==> src/rtl/bus_capture_sync.sv <==
// bus_capture_sync
//   Destination-domain capture stage behind the bit synchronizer. Detects the
//   rising edge of the synchronized enable, qualifies it with a glitch filter,
//   samples the quasi-static source bus, and holds the word behind a
//   valid/ready handshake. Edges arriving while a word is still held are
//   counted as drops.
//
// Ports
//   clk         destination-domain clock
//   rst         synchronous active-high reset
//   sync_en     enable level, already synchronized to clk
//   async_data  source-domain bus, stable while the source enable is high
//   out_ready   consumer accepts out_data this cycle
//   ovf_clr     single-cycle clear of overflow / drop_count
//   out_valid   out_data holds a captured word
//   out_data    captured word (retained between events)
//   overflow    sticky: at least one event dropped
//   drop_count  dropped-event count, saturating at 255
module bus_capture_sync #(
   parameter int BUS_WIDTH     = 8,
   parameter int FILTER_CYCLES = 2
) (
   input  logic                 clk,
   input  logic                 rst,
   input  logic                 sync_en,
   input  logic [BUS_WIDTH-1:0] async_data,
   input  logic                 out_ready,
   input  logic                 ovf_clr,
   output logic                 out_valid,
   output logic [BUS_WIDTH-1:0] out_data,
   output logic                 overflow,
   output logic [7:0]           drop_count
);

   typedef enum logic [1:0] {
      IDLE  = 2'd0,
      QUAL  = 2'd1,
      VALID = 2'd2
   } state_t;

   state_t               state_q, state_d;
   logic [3:0]           qcnt_q, qcnt_d;
   logic                 sync_en_q, sync_en_d;
   logic [BUS_WIDTH-1:0] out_data_q, out_data_d;
   logic                 overflow_q, overflow_d;
   logic [7:0]           drop_count_q, drop_count_d;

   logic                 rise;
   logic                 drop;
   logic [7:0]           cnt_base;

   assign rise = sync_en & ~sync_en_q;
   // Only VALID can see a fresh edge: QUAL implies sync_en has been high
   // since the edge that started qualification.
   assign drop = rise & (state_q == VALID);

   always_comb begin
      state_d      = state_q;
      qcnt_d       = qcnt_q;
      sync_en_d    = sync_en;
      out_data_d   = out_data_q;
      overflow_d   = overflow_q;
      drop_count_d = drop_count_q;
      cnt_base     = drop_count_q;

      unique case (state_q)
         IDLE: begin
            if (rise) begin
               if (FILTER_CYCLES == 1) begin
                  out_data_d = async_data;
                  state_d    = VALID;
               end else begin
                  qcnt_d  = 4'd1;
                  state_d = QUAL;
               end
            end
         end
         QUAL: begin
            if (!sync_en) begin
               qcnt_d  = 4'd0;
               state_d = IDLE;
            end else if (({1'b0, qcnt_q} + 5'd1) == 5'(FILTER_CYCLES)) begin
               out_data_d = async_data;
               qcnt_d     = 4'd0;
               state_d    = VALID;
            end else begin
               qcnt_d = qcnt_q + 4'd1;
            end
         end
         VALID: begin
            if (out_ready) state_d = IDLE;
         end
         default: state_d = IDLE;
      endcase

      // A drop coincident with a clear counts from zero, so it still shows.
      if (ovf_clr) begin
         overflow_d   = 1'b0;
         drop_count_d = 8'd0;
         cnt_base     = 8'd0;
      end
      if (drop) begin
         overflow_d   = 1'b1;
         drop_count_d = (cnt_base == 8'hFF) ? 8'hFF : cnt_base + 8'd1;
      end
   end

   always_ff @(posedge clk) begin
      if (rst) begin
         state_q      <= IDLE;
         qcnt_q       <= 4'd0;
         sync_en_q    <= 1'b0;
         out_data_q   <= '0;
         overflow_q   <= 1'b0;
         drop_count_q <= 8'd0;
      end else begin
         state_q      <= state_d;
         qcnt_q       <= qcnt_d;
         sync_en_q    <= sync_en_d;
         out_data_q   <= out_data_d;
         overflow_q   <= overflow_d;
         drop_count_q <= drop_count_d;
      end
   end

   assign out_valid  = (state_q == VALID);
   assign out_data   = out_data_q;
   assign overflow   = overflow_q;
   assign drop_count = drop_count_q;

endmodule
==> config.mk <==
export PLATFORM = sky130hd
export DESIGN_NAME = bus_capture_sync
export DESIGN_NICKNAME = d
export VERILOG_FILES = /design/src/rtl/bus_capture_sync.sv
export SDC_FILE = /design/constraint.sdc
export NUM_CORES = 1
export LEC_CHECK = 0
export CAP_MARGIN = 30
export CORE_MARGIN = 2
export CORE_UTILIZATION = 55
export CTS_BUF_LIST = sky130_fd_sc_hd__clkbuf_8 sky130_fd_sc_hd__clkbuf_16
export DETAILED_ROUTE_END_ITERATION = 10
export DONT_BUFFER_PORTS = 1
export PLACE_DENSITY = 0.73
export SLEW_MARGIN = 20
export SYNTH_ARGS = -nofsm -noshare
export SYNTH_HDL_FRONTEND = slang
export SYNTH_SLANG_ARGS = --single-unit
==> constraint.sdc <==
create_clock -name clk -period 1.67 [get_ports clk]
set_input_delay 0.167 -clock clk [delete_from_list [all_inputs] [get_ports clk]]
set_output_delay 0.167 -clock clk [all_outputs]
set_load 0.05 [all_outputs]
==> impl_metrics.json <==
{
  "rows": 16,
  "finalHoldViolCount": 0,
  "io_pins": 31,
  "core_area_um2": 2000,
  "reg2reg_slack_ps": 160,
  "gp_congestion": 0.792,
  "fillers": 170,
  "fin_cells": 168,
  "cts_sinks": 24,
  "whs_ps": 29.5,
  "die_h_um": 50.3,
  "grt_pass1_wl_um": 3390,
  "finalClockSkew_ps": 1.25,
  "cp-end-kind": "register",
  "power.leakage_uw": 0.000500,
  "fin_crit_ps": 1510,
  "drtIter0Drc": 6,
  "multi_input_area_um2": 662,
  "wire_per_inst_um": 12.7,
  "start_kind": "register",
  "dp_slack_ps": 181,
  "cts_setup_buffers": 0,
  "yosys_warnings": 0,
  "crit_path_end": "state_q[1]",
  "clk_path_buf_depth": 2,
  "maxClockFrequency_mhz": 663,
  "syn_inst": 129,
  "drive_gt1_share_pct": 14.9,
  "fin_util_pct": 67.1,
  "grt_setup_unrepaired": "false",
  "antenna_found_initial": 0,
  "period_share_pct": 90.3,
  "ant_nets": 0,
  "dr.pass1.iters": 4,
  "ir_drop_v": 0.000687,
  "antennaDiodeCount": 0,
  "dp_cells": 163,
  "cts_tree": "done",
  "htreeDepth": 1,
  "setup_slack_ps": 162,
  "globalRouteTotalUtil_pct": 17.4,
  "cts.reportedPaths.clkPinSlew_ps": 80,
  "mostFrequentLayoutCell": "dfxtp_1",
  "required_ps": 1840,
  "p_per_area_nw_per_um2": 775,
  "worst_pin_slew_ps": 614,
  "maxCapViolCount": 0,
  "status": "finished clean",
  "path_class": "register to register",
  "ys_ff_latch": 24,
  "finalMaxSlewViolations": 0,
  "dp_hpwl_um": 1500,
  "relSlewSlack_pct": 58.9,
  "grt_pass1_vias": 828,
  "syn_avg_cell_area_um2": 9.16,
  "finalSetupViolCount": 0,
  "syn-num-nets": 145,
  "hp-class": "input port to register",
  "r2r-end": "state_q[1]",
  "synth.distinct_cells": 35,
  "routed_wl_um": 2140,
  "cts_made_buffers": 3,
  "dieArea_um2": 2530,
  "nNetsFinal": 158,
  "grt_max_degree": 19,
  "overflow": 0,
  "cts_root_buffer": "clkbuf_8",
  "synth.cell_area_um2": 1180,
  "cp.arrival_ps": 1670,
  "ff2ff_path_depth": 6,
  "critPathMaxFanout": 9,
  "ys_seq_area_share_pct": 40.7,
  "start_util_pct": 59.0,
  "via_count": 932,
  "seqCellArea_um2": 480,
  "synthToLayoutAreaGrowth_pct": 13.7,
  "fin_tns_setup_ps": 0,
  "port-buffer-count": 0,
  "drc": 0,
  "startpoint": "qcnt_q[0]",
  "timing.rr.start": "qcnt_q[0]",
  "layout_common_cells": "dfxtp_1, nand2b_1, buf_4",
  "die_w_um": 50.3,
  "via_per_inst": 5.55,
  "clk_latency_ps": 260
}
-- routing by layer --
metal | GRT usage (%) | vias to the layer above | wire length (µm) | part of all wire (%)
met4 | 7.66 | 0 | 13 | 0.61
met5 | 0 | - | 0 | 0
met1 | 22.3 | 425 | 1030 | 48
met3 | 4.76 | 2 | 138 | 6.5
li1 | - | 476 | - | -
met2 | 27.4 | 29 | 959 | 45
-- registers in the layout, indices dropped and copies added, names as in the netlist --
name	count
sync_en_q	1
out_data	8
qcnt_q	4
state_q	2
overflow	1
drop_count	8
-- worst min-delay path by stage --
stage / start / endpoint / slack [ps] / cells after the start
6_report: sync_en / sync_en_q / 30 / 1
5_1_grt: sync_en / sync_en_q / 20 / 1
4_1_cts: sync_en / sync_en_q / 30 / 1
3_5_place_dp: rst / drop_count[7] / 240 / 1
3_3_place_gp: rst / drop_count[7] / 240 / 1
2_1_floorplan: sync_en / sync_en_q / 300 / 1
-- synth_stat cells (all sizes together) --
master	instances	area share, %
a41oi	1	0.74
a21boi	1	0.64
nand3b	1	0.64
nand2b	18	9.5
a21oi	10	4.2
and4bb	1	1.1
nor2	7	2.2
xor2	1	0.74
nor3	3	1.3
o21ba	1	0.85
o21ai	4	1.7
clkbuf	2	0.64
and4	1	0.95
and3	1	0.53
or3b	1	0.74
xnor2	3	2.2
nand2	6	1.9
a31o	1	0.74
inv	3	0.95
a31oi	2	1.1
mux2i	9	7.6
buf	3	1.7
dfxtp	24	41
nand4	2	1.1
or3	1	0.53
ha	3	3.2
and3b	2	1.5
a311oi	1	0.74
nor2b	7	3.7
a211oi	4	3.4
nand3	4	1.7
and4b	1	0.85
-- repair_timing --
item                      CTS  global route
resized for setup           0             0
hold endpoints to repair   15             0
hold buffers                1             0
-- where the power goes --
group / leakage, µW / switching, µW / internal, µW
clock network: 0.0000288 / 179 / 210
registers: 0.000194 / 17.1 / 580
logic: 0.000277 / 28.0 / 26.4
-- kinds of logic after synthesis --
family,count (synthesis),synth area share (%)
DFF,24,40.7
xor gates and xnor gates,4,2.97
buffers and inverters,8,3.28
AOI/OAI and AO/OA,25,14.1
adders and majority gates,3,3.18
and+or+nand+nor,56,28.2
muxes,9,7.63
-- critical path, cell delays in order, from the launching register on --
cell and delay (ps):
dfxtp_1 420, ha_1 250, nor2_1 60, a21oi_1 200
nor3_1 90, buf_4 190, o21ba_2 210
-- metrics by stage --
step           instance area (µm²)  power (µW)
6_report                      1340        1040
5_1_grt                       1340        1080
4_1_cts                       1340        1050
3_5_place_dp                  1280         657
3_3_place_gp                  1280         656
2_1_floorplan                 1180         656
-- area by class of cell --
class / instances / share of cell area [%]
Tap cell: 27 / 2.52
Multi-Input combinational cell: 97 / 49.3
Timing Repair Buffer: 13 / 7.46
Inverter: 3 / 0.839
Sequential cell: 24 / 35.8
Clock buffer: 4 / 4.10
Note: power is estimated with default switching activity, not from simulation.
